**src/rtl/watch_pkg.sv**
```systemverilog
// Shared definitions for the stopwatch slice.
//   state_t   : stopwatch control states
//   DIGIT_W   : width of one BCD display digit
//   NUM_DIGITS: digits in the count {min_t,min_u,sec_t,sec_u,cs_t,cs_u}
//   to_bcd2   : two-digit BCD encoding of a small constant (0..99)
package watch_pkg;

    localparam int unsigned DIGIT_W    = 4;
    localparam int unsigned NUM_DIGITS = 6;

    typedef enum logic [1:0] {
        IDLE  = 2'd0,
        RUN   = 2'd1,
        LAP   = 2'd2,
        PAUSE = 2'd3
    } state_t;

    function automatic logic [2*DIGIT_W-1:0] to_bcd2(input int unsigned v);
        to_bcd2 = {DIGIT_W'(v / 10), DIGIT_W'(v % 10)};
    endfunction

endpackage

```
**src/rtl/stopwatch_core_bcd_digit.sv**
```systemverilog
// One BCD digit counter, updated on the falling clock edge.
//   clk, rst_n : clock (negedge active), async active-low reset
//   en         : advance by one this cycle
//   clr        : synchronous zero, overrides en
//   q          : current digit
//   q_next     : value q takes at the next edge (used for lap capture)
//   carry      : en while q is at MODULUS-1 (digit rolls to 0)
module bcd_digit
    import watch_pkg::*;
#(
    parameter int unsigned MODULUS = 10
) (
    input  logic               clk,
    input  logic               rst_n,
    input  logic               en,
    input  logic               clr,
    output logic [DIGIT_W-1:0] q,
    output logic [DIGIT_W-1:0] q_next,
    output logic               carry
);

    localparam logic [DIGIT_W-1:0] LAST = DIGIT_W'(MODULUS - 1);

    always_comb begin
        carry = en && (q == LAST);
        if (clr) begin
            q_next = '0;
        end else if (carry) begin
            q_next = '0;
        end else if (en) begin
            q_next = q + DIGIT_W'(1);
        end else begin
            q_next = q;
        end
    end

    always_ff @(negedge clk or negedge rst_n) begin
        if (!rst_n) begin
            q <= '0;
        end else begin
            q <= q_next;
        end
    end

endmodule

```
**src/rtl/stopwatch_core.sv**
```systemverilog
// Stopwatch core: BCD mm:ss.cc counter with run/lap/pause control.
//   CLOCK       : system clock, all state changes on its falling edge
//   RESET_n     : async active-low reset
//   _100Hz_clk  : 100 Hz square wave; each rising edge is one centisecond
//   start_stop, lap, clear : one-cycle key pulses (clear > start_stop > lap)
//   disp_bcd    : {min_t,min_u,sec_t,sec_u,cs_t,cs_u}; lap register in LAP
//   running     : high in RUN and LAP
//   overflow    : one-cycle pulse when MIN_MAX:59.99 wraps to 00:00.00
module stopwatch_core
    import watch_pkg::*;
#(
    parameter int unsigned MIN_MAX = 59
) (
    input  logic                          CLOCK,
    input  logic                          RESET_n,
    input  logic                          _100Hz_clk,
    input  logic                          start_stop,
    input  logic                          lap,
    input  logic                          clear,
    output logic [NUM_DIGITS*DIGIT_W-1:0] disp_bcd,
    output logic                          running,
    output logic                          overflow
);

    localparam logic [2*DIGIT_W-1:0] MIN_MAX_BCD = to_bcd2(MIN_MAX);

    state_t state, state_next;

    logic hz_prev;
    logic tick;
    logic adv;
    logic zero;
    logic wrap;
    logic at_max;
    logic lap_enter;
    logic dig_clr;

    logic [NUM_DIGITS-1:0]              dig_en;
    logic [NUM_DIGITS-1:0]              carry;
    logic [NUM_DIGITS-1:0][DIGIT_W-1:0] dig_q;
    logic [NUM_DIGITS-1:0][DIGIT_W-1:0] dig_next;
    logic [NUM_DIGITS*DIGIT_W-1:0]      lap_q;

    assign tick = !hz_prev && _100Hz_clk;
    // Count decision uses the state before this cycle's transition.
    assign adv  = tick && ((state == RUN) || (state == LAP));

    always_comb begin
        state_next = state;
        zero       = 1'b0;
        if (clear) begin
            state_next = IDLE;
            zero       = 1'b1;
        end else if (start_stop) begin
            case (state)
                IDLE:    state_next = RUN;
                RUN:     state_next = PAUSE;
                LAP:     state_next = PAUSE;
                PAUSE:   state_next = RUN;
                default: state_next = IDLE;
            endcase
        end else if (lap) begin
            case (state)
                RUN:   state_next = LAP;
                LAP:   state_next = RUN;
                PAUSE: begin
                    state_next = IDLE;
                    zero       = 1'b1;
                end
                default: state_next = state;
            endcase
        end
    end

    // Digit chain: cs_u is index 0, min_t index 5; sec_t counts modulo 6.
    assign dig_en = {carry[NUM_DIGITS-2:0], adv};

    for (genvar i = 0; i < NUM_DIGITS; i++) begin : g_digit
        bcd_digit #(
            .MODULUS((i == 3) ? 6 : 10)
        ) u_digit (
            .clk    (CLOCK),
            .rst_n  (RESET_n),
            .en     (dig_en[i]),
            .clr    (dig_clr),
            .q      (dig_q[i]),
            .q_next (dig_next[i]),
            .carry  (carry[i])
        );
    end

    // Seconds roll over while minutes sit at MIN_MAX; the min_t carry also
    // catches the hundred-minute rollover so minutes can never pass 99.
    assign at_max    = carry[3] && ({dig_q[5], dig_q[4]} == MIN_MAX_BCD);
    assign wrap      = (at_max || carry[NUM_DIGITS-1]) && !zero;
    assign dig_clr   = zero || wrap;
    assign lap_enter = (state_next == LAP) && (state != LAP);

    always_ff @(negedge CLOCK or negedge RESET_n) begin
        if (!RESET_n) begin
            state    <= IDLE;
            hz_prev  <= 1'b0;
            lap_q    <= '0;
            overflow <= 1'b0;
        end else begin
            state    <= state_next;
            hz_prev  <= _100Hz_clk;
            overflow <= wrap;
            if (zero) begin
                lap_q <= '0;
            end else if (lap_enter) begin
                lap_q <= dig_next;
            end
        end
    end

    assign running  = (state == RUN) || (state == LAP);
    assign disp_bcd = (state == LAP) ? lap_q : dig_q;

endmodule

```
**config.mk**
```make
export PLATFORM = sky130hd
export DESIGN_NAME = stopwatch_core
export DESIGN_NICKNAME = d
export VERILOG_FILES = /design/src/rtl/watch_pkg.sv /design/src/rtl/stopwatch_core_bcd_digit.sv /design/src/rtl/stopwatch_core.sv
export SDC_FILE = /design/constraint.sdc
export NUM_CORES = 1
export LEC_CHECK = 0
export BUFFER_PORTS_ARGS = -buffer_cell sky130_fd_sc_hd__buf_2
export CAP_MARGIN = 5
export CORE_AREA = 2 2 88 90
export CTS_CLUSTER_SIZE = 40
export DETAILED_ROUTE_END_ITERATION = 6
export DIE_AREA = 0 0 90 92
export PLACE_DENSITY = 0.54
export SLEW_MARGIN = 15
export SYNTH_ARGS = -nofsm -noshare
export SYNTH_HDL_FRONTEND = slang
export SYNTH_SLANG_ARGS = --single-unit
```
**constraint.sdc**
```tcl
create_clock -name CLOCK -period 4.19 [get_ports CLOCK]
set_clock_uncertainty 0.1 [all_clocks]
set_input_delay 0.838 -clock CLOCK [delete_from_list [all_inputs] [get_ports CLOCK]]
set_output_delay 0.838 -clock CLOCK [all_outputs]
set_load 0.005 [all_outputs]
```
---- After elaboration in Yosys (flattened, before gate mapping) ----
Cells that the tools add are included.
storage, ports and cells
  output and inout bits ................... 26
  register bits after elaboration ......... 52
  logic and storage cells ................. 78
cells by class
  add/sub/neg operators ................... 6
  eq/ne operators ......................... 12
  reduce and logical (&&, ||, !) cells .... 20
  multiplexer cells ....................... 30
operators with widths
  kind                                                             count
  24-bit 2-to-1 mux                                                3
  4-bit 2-to-1 mux                                                 18
  4-bit by 1-bit adder with 4-bit output, second input constant    6
  4-bit == test, second input constant                             5
  1-bit logical AND                                                11
  8-bit by 7-bit == test with 1-bit output, second input constant  1
  2-bit == test, second input constant                             3
  2-bit 2-to-1 mux                                                 3
  2-bit case mux with 3 select lines                               1
  4-bit by 3-bit == test with 1-bit output, second input constant  1
  1-bit 2-to-1 mux                                                 4
  2-bit case mux with 2 select lines                               1
  2-bit OR reduction                                               2
  1-bit logical OR                                                 3
  2-bit by 1-bit == test with 1-bit output, second input constant  1
  1-bit logical NOT                                                2
  2-bit logical NOT                                                1
  2-bit inequality test, second input constant                     1
  2-bit nonzero test                                               1

---- Logic depth before layout (Yosys ltp) ----
  depth in word-level cells ............... 15
  gate-level depth with buffers ........... 9
  depth with buffers taken out ............ 7

---- Cells and area by module ----
From an unflattened synthesis, not the netlist that was laid out.
second synthesis, totals
  cells, all modules ...................... 285
  area, all modules ....................... 3166.8 um2
modules (own cells, without submodules)
  module                               instances  cells an instance  area each (um2)
  stopwatch_core                       1          165                1830.5
  bcd_digit at g_digit[0].u_digit ...  5          19                 219.0
  bcd_digit at g_digit[3].u_digit      1          25                 241.5

==> flow_summary.toml <==
[global_routing]
grt_usage = 0.166
grt_max_degree = 53
grt_pass1_wl_um = 11300
grt_pass1_vias = 2308
grt_overflow = 0
antenna_found_initial = 0

[layout]
diodes = 0
drive_gt1_frac = 0.395
instances_no_fill = 446
syn_to_final_growth_pct = 35.3
final_nets = 366

[synthesis]
synth_edf_count = 0
seq_area_frac_synth = 0.456
synthCells = 277
syn_area_per_cell_um2 = 10.3
syn_area_um2 = 2860
synthArstFlopShare = 1.00
ys.flop_type = "dfrtn_1"
synth_nets = 299
yosysWarnings = 0
ys_ff_latch = 52
synth_cell_type_count = 43

[critical_path]
arrival_ns = 3.65
start_kind = "flip-flop"
crit_type = "reg2out"
r2r_slack_ns = 1.83
cp_max_fo = 11
cp.required_ns = 3.25
crit_path_end_kind = "output port"

[worst_hold_path]
min_path_type = "reg2reg"

[floorplanning]
fp-row-count = 32
die_y_um = 92
core_um2 = 7450
die_area_um2 = 8280
io_pins = 32
start_util = 0.384
die_w_um = 90

[place]
dp.cells = 434
io_buffer_count = 31
pre_cts_slack_ns = -0.294
dp_hpwl_um = 4490
place.gp.congestion = 0.778

[clocking]
cts_tree = "yes"
cts_root_buf = "clkbuf_8"
cts.sinks = 52
cts_buffers = 5
htree_levels = 2
clk_pin_slew_ns = 0.06
clock_latency_ns = 0.30
ctsLongestPathBuffers = 2

[timing]
relSlewSlack = 0.678
fin_ws_ns = -0.398
hold_ws_ns = 0.330
setup_violations = 25
tightest_slew_ns = 0.482
maxSlewViolCount = 0
hold_viol = 0
rsz0062_at_grt = "yes"

[power_and_ir_drop]
p_leak_nw = 1.83
power_density_nw_per_um2 = 248
ir_worst_vdd_mv = 0.115
p_total_mw = 0.959

[routing]
drt_wl_total_um = 6460
routedWlPerCell_um = 14.5
drc_errors = 0
antenna_left = 0
drt-initial-drc-count = 65
firstDrtPassIters = 4
via_count = 2254
via_per_inst = 5.05

[outcome]
status = "complete, but fails checks"
violations = "setup timing"

[run]
maxCapViolations = 0
-- power breakdown --
group          internal [mW]  switching (mW)  leakage (nW)
Clock                  0.148           0.162        0.0503
Sequential             0.512         0.00549         0.720
Combinational         0.0663          0.0651          1.06
Total                  0.726           0.233          1.83
-- sequential cells by signal (all words and copies together) (netlist names) --
name / count
g_digit.u_digit.q: 24
hz_prev: 1
lap_q: 24
overflow: 1
state: 2
-- synthesized netlist by cell type (4+ instances only) --
cell	number	area, um^2
a211oi_1	4	30.0
o31ai_1	5	37.5
mux2_2	28	315
nor3_1	5	25.0
inv_1	12	45.0
mux2i_1	5	50.1
or3_1	6	37.5
o21ai_0	17	85.1
nand2_1	20	75.1
a21oi_1	19	95.1
dfrtn_1	52	1300
nand3_1	9	45.0
clkbuf_1	5	18.8
xor2_1	4	35.0
ha_1	16	200
and3b_1	5	43.8
nor2_1	25	93.8
-- layer usage --
layer	track usage	share of wire
met2	0.269	0.47
met3	0.0304	0.023
met4	0.0333	0.0056
met5	0	0
met1	0.234	0.50
-- critical path, stage by stage (launching register included) --
cell	delay, ns
dfrtn_1	0.42
inv_2	0.06
ha_4	0.19
buf_12	0.15
mux2_4	0.30
buf_6	0.12
-- path summary, 6_finish.rpt --
path / start / endpoint / depth (start not counted)
setup / recovery: state[0] / disp_bcd[7] / 5
max in group asynchronous: RESET_n / lap_q[21] / 2
hold / removal: lap_q[22] / lap_q[22] / 2
hold reg to reg: lap_q[22] / lap_q[22] / 2
min in group asynchronous: RESET_n / state[0] / 2
setup reg to reg: g_digit[1].u_digit.q[0] / lap_q[19] / 7
-- per-stage QoR --
| stage | setup TNS (ns) | cell area (um^2) | util |
|---|---|---|---|
| 2_1_floorplan | -3.74 | 2930 | - |
| 3_3_place_gp | -10.10 | 3480 | 0.467 |
| 3_5_place_dp | -10.70 | 3480 | 0.467 |
| 4_1_cts | -9.45 | 3740 | 0.502 |
| 5_1_grt | -10.23 | 3860 | 0.519 |
| 6_report | -8.64 | 3860 | 0.519 |
-- cells in the final DEF, fill, tap and decap left out, drive strengths merged, types with 9 or more instances in the layout --
cell / Yosys / routed
a21oi: 19 / 19
buf: 6 / 71
dfrtn: 52 / 52
ha: 16 / 16
inv: 12 / 12
mux2: 28 / 28
nand2: 20 / 20
nand3: 9 / 9
nor2: 28 / 28
o21ai: 17 / 17
-- logic make-up (layout without fill, tap and decap cells) --
kind of cell | count (synthesis) | after routing | synth area share
flip-flops | 52 | 52 | 0.456
adder cells (fa/ha/maj) | 16 | 16 | 0.0701
buffers and inverters | 23 | 90 | 0.0329
AO/OA/AOI/OAI | 58 | 58 | 0.127
AND/OR/NAND/NOR | 88 | 88 | 0.166
multiplexers | 33 | 33 | 0.128
XOR/XNOR | 7 | 7 | 0.0215
-- area by class of cell --
| cell class | count | area, um^2 |
|---|---|---|
| Multi-Input combinational cell | 202 | 1630 |
| Tap cell | 102 | 128 |
| Sequential cell | 52 | 1300 |
| Clock buffer | 7 | 96.3 |
| Inverter | 12 | 45.0 |
| Timing Repair Buffer | 71 | 663 |
| Fill cell | 711 | 3580 |
-- what timing repair did --
| item | CTS | global route |
|---|---|---|
| endpoints found under the hold margin | 0 | 0 |
| resized for setup | 41 | 29 |
| setup endpoints to repair | 25 | 41 |
| hold buffers | 0 | 0 |
| gates cloned | 0 | 0 |
| buffers inserted | 3 | 2 |
| pin swaps | 2 | 6 |
No activity file was read; power rests on OpenSTA's default activity.
